<file path="src/rtl/text_line_fetcher.sv">
// Text line fetcher: for each active scanline, walks one character row of
// text RAM, looks up each glyph row in font RAM and writes 8 colour indices
// per character into the line buffer. Every output is a register so the RAM
// address ports and the line-buffer write port see clean, glitch-free values.
module text_line_fetcher #(
  parameter int COLUMNS = 80,
  parameter int ROWS    = 25
) (
  input  logic        clk,
  input  logic        reset_n,
  input  logic        line_start,
  input  logic [7:0]  line_row,
  output logic [10:0] text_addr,
  input  logic [15:0] text_rddata,
  output logic [10:0] font_addr,
  input  logic [7:0]  font_rddata,
  output logic [9:0]  lb_addr,
  output logic [3:0]  lb_wrdata,
  output logic        lb_wren,
  output logic        busy,
  output logic        done
);

  typedef enum logic [2:0] {
    S_IDLE,
    S_TADDR,
    S_TDATA,
    S_FADDR,
    S_FDATA,
    S_PIX
  } state_e;

  localparam int ROW_LIMIT = ROWS * 8;

  state_e      state_q, state_d;
  logic [2:0]  glyphRow_q, glyphRow_d;
  logic [10:0] base_q, base_d;
  logic [6:0]  col_q, col_d;
  logic [2:0]  pix_q, pix_d;
  logic [3:0]  fg_q, fg_d;
  logic [3:0]  bg_q, bg_d;
  logic [7:0]  shift_q, shift_d;
  logic [10:0] textAddr_q, textAddr_d;
  logic [10:0] fontAddr_q, fontAddr_d;
  logic [9:0]  lbAddr_q, lbAddr_d;
  logic [3:0]  lbData_q, lbData_d;
  logic        lbWren_q, lbWren_d;
  logic        busy_q, busy_d;
  logic        done_q, done_d;

  logic [10:0] lineBase;
  logic        rowValid;
  logic        lastCol;
  logic [6:0]  colNext;

  assign lineBase = 11'(line_row[7:3]) * 11'(COLUMNS);
  assign rowValid = ({24'd0, line_row} < 32'(ROW_LIMIT));
  assign lastCol  = (col_q == 7'(COLUMNS - 1));
  assign colNext  = col_q + 7'd1;

  assign text_addr = textAddr_q;
  assign font_addr = fontAddr_q;
  assign lb_addr   = lbAddr_q;
  assign lb_wrdata = lbData_q;
  assign lb_wren   = lbWren_q;
  assign busy      = busy_q;
  assign done      = done_q;

  // Next-state logic: sequences TADDR/TDATA/FADDR/FDATA then 8 pixel writes per
  // character; a line_start in any state restarts (or cancels) the line.
  always_comb begin
    state_d    = state_q;
    glyphRow_d = glyphRow_q;
    base_d     = base_q;
    col_d      = col_q;
    pix_d      = pix_q;
    fg_d       = fg_q;
    bg_d       = bg_q;
    shift_d    = shift_q;
    textAddr_d = textAddr_q;
    fontAddr_d = fontAddr_q;
    lbAddr_d   = lbAddr_q;
    lbData_d   = lbData_q;
    lbWren_d   = 1'b0;
    done_d     = 1'b0;

    case (state_q)
      S_IDLE: begin
        state_d = S_IDLE;
      end
      S_TADDR: begin
        state_d = S_TDATA;
      end
      S_TDATA: begin
        fg_d       = text_rddata[11:8];
        bg_d       = text_rddata[15:12];
        fontAddr_d = {text_rddata[7:0], glyphRow_q};
        state_d    = S_FADDR;
      end
      S_FADDR: begin
        state_d = S_FDATA;
      end
      S_FDATA: begin
        shift_d  = {font_rddata[6:0], 1'b0};
        lbData_d = font_rddata[7] ? fg_q : bg_q;
        lbAddr_d = {col_q, 3'b000};
        lbWren_d = 1'b1;
        pix_d    = 3'd0;
        state_d  = S_PIX;
      end
      S_PIX: begin
        if (pix_q != 3'd7) begin
          pix_d    = pix_q + 3'd1;
          shift_d  = {shift_q[6:0], 1'b0};
          lbData_d = shift_q[7] ? fg_q : bg_q;
          lbAddr_d = lbAddr_q + 10'd1;
          lbWren_d = 1'b1;
        end else if (!lastCol) begin
          col_d      = colNext;
          textAddr_d = base_q + {4'd0, colNext};
          state_d    = S_TADDR;
        end else begin
          state_d = S_IDLE;
          done_d  = 1'b1;
        end
      end
      default: begin
        state_d = S_IDLE;
      end
    endcase

    if (line_start) begin
      lbWren_d = 1'b0;
      done_d   = 1'b0;
      lbAddr_d = lbAddr_q;
      lbData_d = lbData_q;
      shift_d  = shift_q;
      pix_d    = 3'd0;
      if (rowValid) begin
        glyphRow_d = line_row[2:0];
        base_d     = lineBase;
        col_d      = 7'd0;
        textAddr_d = lineBase;
        state_d    = S_TADDR;
      end else begin
        state_d = S_IDLE;
      end
    end

    busy_d = (state_d != S_IDLE);
  end

  // State and datapath registers; reset drops everything to zero immediately.
  always_ff @(posedge clk or negedge reset_n) begin
    if (!reset_n) begin
      state_q    <= S_IDLE;
      glyphRow_q <= '0;
      base_q     <= '0;
      col_q      <= '0;
      pix_q      <= '0;
      fg_q       <= '0;
      bg_q       <= '0;
      shift_q    <= '0;
      textAddr_q <= '0;
      fontAddr_q <= '0;
      lbAddr_q   <= '0;
      lbData_q   <= '0;
      lbWren_q   <= 1'b0;
      busy_q     <= 1'b0;
      done_q     <= 1'b0;
    end else begin
      state_q    <= state_d;
      glyphRow_q <= glyphRow_d;
      base_q     <= base_d;
      col_q      <= col_d;
      pix_q      <= pix_d;
      fg_q       <= fg_d;
      bg_q       <= bg_d;
      shift_q    <= shift_d;
      textAddr_q <= textAddr_d;
      fontAddr_q <= fontAddr_d;
      lbAddr_q   <= lbAddr_d;
      lbData_q   <= lbData_d;
      lbWren_q   <= lbWren_d;
      busy_q     <= busy_d;
      done_q     <= done_d;
    end
  end

endmodule
</file>
<file path="config.mk">
export PLATFORM = sky130hd
export DESIGN_NAME = text_line_fetcher
export DESIGN_NICKNAME = d
export VERILOG_FILES = /design/src/rtl/text_line_fetcher.sv
export SDC_FILE = /design/constraint.sdc
export NUM_CORES = 1
export LEC_CHECK = 0
export CORE_ASPECT_RATIO = 0.6
export CORE_MARGIN = 5
export CORE_UTILIZATION = 52
export DETAILED_ROUTE_END_ITERATION = 10
export PLACE_DENSITY_LB_ADDON = 0.05
export SLEW_MARGIN = 20
export SYNTH_ARGS = -nofsm -noshare
export SYNTH_HDL_FRONTEND = slang
export SYNTH_SLANG_ARGS = --single-unit
</file>
<file path="constraint.sdc">
create_clock -name clk -period 3.53 [get_ports clk]
set_clock_uncertainty 0.1 [all_clocks]
set_input_delay 0.353 -clock clk [delete_from_list [all_inputs] [get_ports clk]]
set_output_delay 0.353 -clock clk [all_outputs]
set_load 0.02 [all_outputs]
</file>
==> results of run 1 <==
## placed cells by master, fill, tap and decap left out, types with 7 or more instances in the layout
master	instances
a21oi_1	22
a31oi_1	7
clkbuf_16	9
clkdlybuf4s50_1	72
dfrtp_1	77
ha_1	13
mux2_2	19
nand2_1	67
nand3_1	21
nor2_1	17
o21ai_0	13
xnor2_1	8
## registers in the layout, indices dropped and copies added (netlist names)
signal and cells:
fg_q 4, shift_q 7, state_q 3, bg_q 4, lb_wren 1, font_addr 11
text_addr 11, lb_addr 10, lb_wrdata 4, base_q 7, pix_q 3, col_q 7
glyphRow_q 3, busy 1, done 1
## per-stage QoR
step | power, uW | std cells | utilization (%) | area, um^2
5_1_grt | 3410 | 525 | 67.6 | 4830
3_5_place_dp | 2260 | 509 | 63.2 | 4520
4_1_cts | 3250 | 525 | 67.6 | 4830
2_1_floorplan | 1800 | 367 | - | 3770
3_3_place_gp | 2230 | 509 | 63.2 | 4520
6_report | 3210 | 525 | 67.6 | 4830
## cell type report
class	count	area, um^2	share of cell area [%]
Clock buffer	10	229	4.74
Clock inverter	6	87.6	1.81
Inverter	5	18.8	0.388
Multi-Input combinational cell	262	1720	35.6
Sequential cell	77	1930	39.9
Tap cell	91	114	2.36
Timing Repair Buffer	74	736	15.2
## worst max-delay path: stages (launching register included)
cell and delay [ns]:
dfrtp_1 0.41, ha_1 0.28, nand3_1 0.25, xnor2_1 0.20, ha_1 0.22, fa_1 0.41
a21oi_1 0.18, nor2_1 0.09, xor2_1 0.15, a211o_1 0.29
## cells in the mapped netlist (2+ instances only)
cell,number
xor2_1,6
mux2_2,19
a211oi_1,3
fa_1,2
xnor2_1,8
nand3_1,21
o21a_1,3
dfrtp_1,77
o21ai_0,13
ha_1,13
buf_2,13
nand2_1,67
a31oi_1,7
a2bb2oi_1,2
o31ai_1,2
nand4_1,3
o211ai_1,3
and4_1,2
a211o_1,2
and3_1,5
o32ai_1,2
o22ai_1,3
clkbuf_1,9
nor3_1,3
inv_1,4
a21oi_1,22
nor2_1,17
or3_1,2
mux2i_1,6
## report_power, final
part | internal, uW | switching (uW)
registers | 1130 | 194
clock network | 619 | 353
logic | 479 | 439
total | 2230 | 985
## worst max-delay path by stage
stage | to | depth (start not counted) | slack, ns | start
after global placement | text_addr[10] | 5 | 0.99 | line_row[5]
after CTS | text_addr[10] | 9 | 0.85 | col_q[0]
after detailed placement | text_addr[10] | 9 | 0.88 | col_q[0]
final | text_addr[10] | 9 | 0.83 | col_q[0]
after floorplan | text_addr[10] | 9 | 1.10 | col_q[0]
after global routing | text_addr[10] | 9 | 0.70 | col_q[0]
## metal layers
metal	track usage, %	up-vias
met3	8.75	8
met2	27.7	78
met4	5.71	0
met5	0	-
met1	30.4	1428
li1	-	1426
## cell families (layout without fill, tap and decap cells)
kind of cell,count (synthesis),count (layout),synth area share (%)
compound gates,73,73,12.4
simple gates,135,135,17.2
xor+xnor,14,14,3.25
flops,77,77,51.1
mux,25,25,7.26
fa+ha+maj,15,15,5.37
buf+inv,28,95,3.42
==> flow_metrics.tcl, run 1 <==
set metrics [dict create \
    rr_worst_depth 9 \
    dr.max_layer_used "met4" \
    synthTopCellsByArea "dfrtp_1, nand2_1, mux2_2, ha_1, a21oi_1" \
    period_share_pct 76.4 \
    pre_cts_ws_ns 0.879 \
    max-vdd-ir-drop_mv 0.509 \
    wl_per_cell_um 16.8 \
    grt_pass1_vias 2895 \
    core_area_um2 7150 \
    synthCells 367 \
    synth_top_area_share_pct 51.1 \
    grt_max_degree 78 \
    cts_root_buf "clkbuf_16" \
    cts_tree "done" \
    antenna_found_initial 0 \
    fp.dieW_um 120 \
    portBuffers 73 \
    overflow 0 \
    first_iter_violations 233 \
    area_growth_pct 28.1 \
    hpwl_mm 6.10 \
    drt-met1-wl_mm 4.35 \
    slew_headroom_pct 35.9 \
    clockBufferDepth 2 \
    ys_seq_area_share_pct 51.1 \
    worstMarginPinSlew_ns 0.954 \
    grt_usage_pct 20.6 \
    ant_nets 0 \
    rsz0062_at_grt "false" \
    cts_hold_buf 0 \
    min_path_type "in -> async" \
    clk_latency_ns 0.33 \
    rows 24 \
    critical_path_required_ns 3.65 \
    syn_area_um2 3770 \
    cts.clk_slew.worst_paths_ns 0.06 \
    place_congestion 0.851 \
    post-route-min-period_ns 2.70 \
    grt_pass1_wl_mm 14.9 \
    vias 2940 \
    final_layout_size_suffix_gt1_share_pct 10.1 \
    timing.setup.tns_ns 0 \
    status "complete, no violations" \
    num_io_pins 74 \
    fill_cells 579 \
    syn_area_per_cell_um2 10.3 \
    synth-async-reset-ratio_pct 100 \
    diodes 0 \
    max_freq_mhz 371 \
    drt-pass1-iter-count 4 \
    fin_ws_ns 0.833 \
    cp_max_fo 5 \
    wl_met3_um 608 \
    synth.distinct_cells 57 \
    hold_ws_ns 0.0608 \
    drv_slew 0 \
    routed_wl_mm 8.82 \
    drv_cap 0 \
    power.density_nw_per_um2 665 \
    synth_nets 417 \
    numCtsBuffers 9 \
    synth-edff-count 0 \
    cts_setup_buffers 0 \
    r2r_setup_slack_ns 0.83 \
    start_util_pct 52.8 \
    rr_startpoint "col_q[0]" \
    hold_violations 0 \
    routed_via_density 5.60 \
    yosysTopAreaCell "dfrtp_1" \
    fin_nets 479 \
    dieArea_um2 9110 \
    path_class "reg -> reg" \
    synth_seq_cells 77 \
    die_h_um 76.0 \
    cts.sinks 77 \
    ys.flop_type "dfrtp_1" \
    drc 0 \
    cts_resized 0 \
    setup_violations 0 \
    endpoint_kind "flop" \
    crit_path_start_kind "flop" \
    h-tree-depth 3 \
    p_leak_uw 0.00213 \
    met2WireLength_mm 3.77 \
    yosysWarnings 0 \
    worstPathArrival_ns 2.82 \
    r2r-end "text_addr[10]" \
]
(Power assumes the default switching activity.)
==> run 2, diff against run 1 <==
clock period = 2.5 ns   (was 3.53 ns; I/O delays follow)
==> run 2 against run 1 <==
  * The flow now finishes with violations (negative hold slack)
  * Clock power rose by 51%
  * Cell area rose by 2.9%
  * Fmax rose by 12%
  * Routed wire length fell by 1.2%
  * Via count rose by 0.99%
  * Utilization rose by 2.0 points
  * Count of clock-buffer cells in the layout fell by 1
  * Global-route usage fell by 0.072 points
  * First-iteration DRC count rose by 0.43%
  * Combinational power rose by 44%
  * Critical path type unchanged
  * Largest power group unchanged
==> flow_metrics.tcl, run 2 (synthesis results as in run 1) <==
set metrics [dict create \
    fp.dieW_um 120 \
    fin_nets 491 \
    power_uw 4640 \
    routed_wl_mm 8.71 \
    period_share_pct 96.0 \
    fin_ws_ns 0.100 \
    num_io_pins 74 \
    grt_pass1_vias 2887 \
    cts.clk_slew.worst_paths_ns 0.06 \
    setup_violations 0 \
    power.density_nw_per_um2 933 \
    crit_chain "ha_4 > nand3_1 > xnor2_1 > ha_1 > fa_2 > a21oi_2 > nor2_1 > xor2_1 > a211o_1" \
    grt_usage_pct 20.6 \
    fin_cells 537 \
    cts_tree "done" \
    antenna_found_initial 0 \
    most-common-layout-cells "dfrtp_1, clkdlybuf4s50_1, nand2_1, nand3_1, a21oi_1" \
    hold_ws_ns -0.0394 \
    endpoint_kind "flop" \
    rows 24 \
    failed_checks "negative hold slack" \
    pre_cts_ws_ns -0.0748 \
    overflow 0 \
    worstMarginPinSlew_ns 0.946 \
    vias 2969 \
    slew_headroom_pct 36.9 \
    diodes 0 \
    fill_cells 566 \
    startpoint "col_q[0]" \
    cts_root_buf "clkbuf_16" \
    placed_cell_area_um2 4590 \
    area_growth_pct 31.8 \
    crit_path_start_kind "flop" \
    max_stage_delay_ns 0.40 \
    drt-pass1-iter-count 4 \
    cts_hold_buf 0 \
    r2r_setup_slack_ns 0.10 \
    max-vdd-ir-drop_mv 0.696 \
    worstPathArrival_ns 2.52 \
    wl_per_cell_um 16.2 \
    drv_slew 0 \
    ant_nets 0 \
    placed_cells 519 \
    r2r-end "text_addr[10]" \
    rr_startpoint "col_q[0]" \
    max_freq_mhz 417 \
    grt_pass1_wl_mm 14.8 \
    routed_via_density 5.53 \
    fin_area_um2 4970 \
    portBuffers 73 \
    rr_worst_depth 9 \
    status "complete, but fails checks" \
    cts.sinks 77 \
    h-tree-depth 3 \
    die_h_um 76.0 \
    place_congestion 0.814 \
    dieArea_um2 9110 \
    drv_cap 0 \
    clk_latency_ns 0.33 \
    clockBufferDepth 2 \
    path_class "reg -> reg" \
    slowest_stage "dfrtp_1" \
    cp_max_fo 5 \
    drc 0 \
    final_layout_size_suffix_gt1_share_pct 13.9 \
    post-route-min-period_ns 2.40 \
    numCtsBuffers 9 \
    min_path_type "in -> async" \
    start_util_pct 52.8 \
    first_iter_violations 234 \
    p_leak_uw 0.00220 \
    core_area_um2 7150 \
    utilization_pct 69.6 \
    critical_path_required_ns 2.62 \
    grt_max_degree 78 \
    hpwl_mm 6.17 \
    hold_violations 62 \
    layout_commonest_cell "dfrtp_1" \
    rsz0062_at_grt "false" \
    cp-endpoint "text_addr[10]" \
]
[run 2: layout make-up]
type	instances	area, um^2	share of cell area [%]
inverter	5	18.8	0.377
timing repair buffer	86	826	16.6
multi-input combinational	262	1750	35.2
sequential	77	1930	38.7
clock inverter	7	114	2.29
tap	91	114	2.29
clock buffer	9	225	4.53
[run 2: per-layer routing]
| metal | vias up | wire length, um | global-route usage [%] |
|---|---|---|---|
| met1 | 1403 | 4280 | 30.3 |
| li1 | 1452 | - | - |
| met2 | 108 | 3540 | 27.6 |
| met5 | - | 0 | 0 |
| met4 | 0 | 49 | 5.14 |
| met3 | 6 | 846 | 8.98 |
[run 2: report_power, final]
part / switching [uW] / internal [uW]
sequential: 253 / 1600
clock: 503 / 971
combinational: 629 / 688
total: 1380 / 3260
[run 2: worst min path at each step]
| stage | startpoint | endpoint | slack (ns) | depth (start not counted) |
|---|---|---|---|---|
| 2_1_floorplan | reset_n | base_q[10] | -0.15 | 0 |
| 6_report | reset_n | font_addr[2] | -0.04 | 1 |
| 3_3_place_gp | reset_n | font_addr[6] | 0.36 | 1 |
| 4_1_cts | reset_n | text_addr[9] | 0.005 | 1 |
| 5_1_grt | reset_n | font_addr[2] | 0.05 | 1 |
| 3_5_place_dp | reset_n | font_addr[6] | 0.36 | 1 |
[run 2: metrics by stage]
stage | TNS (ns) | hold WS (ns)
final | 0 | -0.0394
after global routing | 0 | 0.0517
after CTS | 0 | 0.00494
after detailed placement | -0.0748 | 0.364
after global placement | 0 | 0.356
after floorplan | 0 | -0.146
[run 2: critical path: cells and delay by family, from the launching register on]
kind | cells | cell delay (ns)
xor gates and xnor gates | 2 | 0.30
and+or+nand+nor | 2 | 0.21
DFF | 1 | 0.40
AOI/OAI and AO/OA | 2 | 0.48
adders and majority gates | 3 | 0.79
[run 2: what timing repair did]
| item | in CTS | in global routing |
|---|---|---|
| resized for setup | 2 | 4 |
| setup buffers | 1 | 1 |
| endpoints found under the setup margin | 1 | 3 |
| endpoints found under the hold margin | 0 | 0 |
| pin swaps | 0 | 1 |
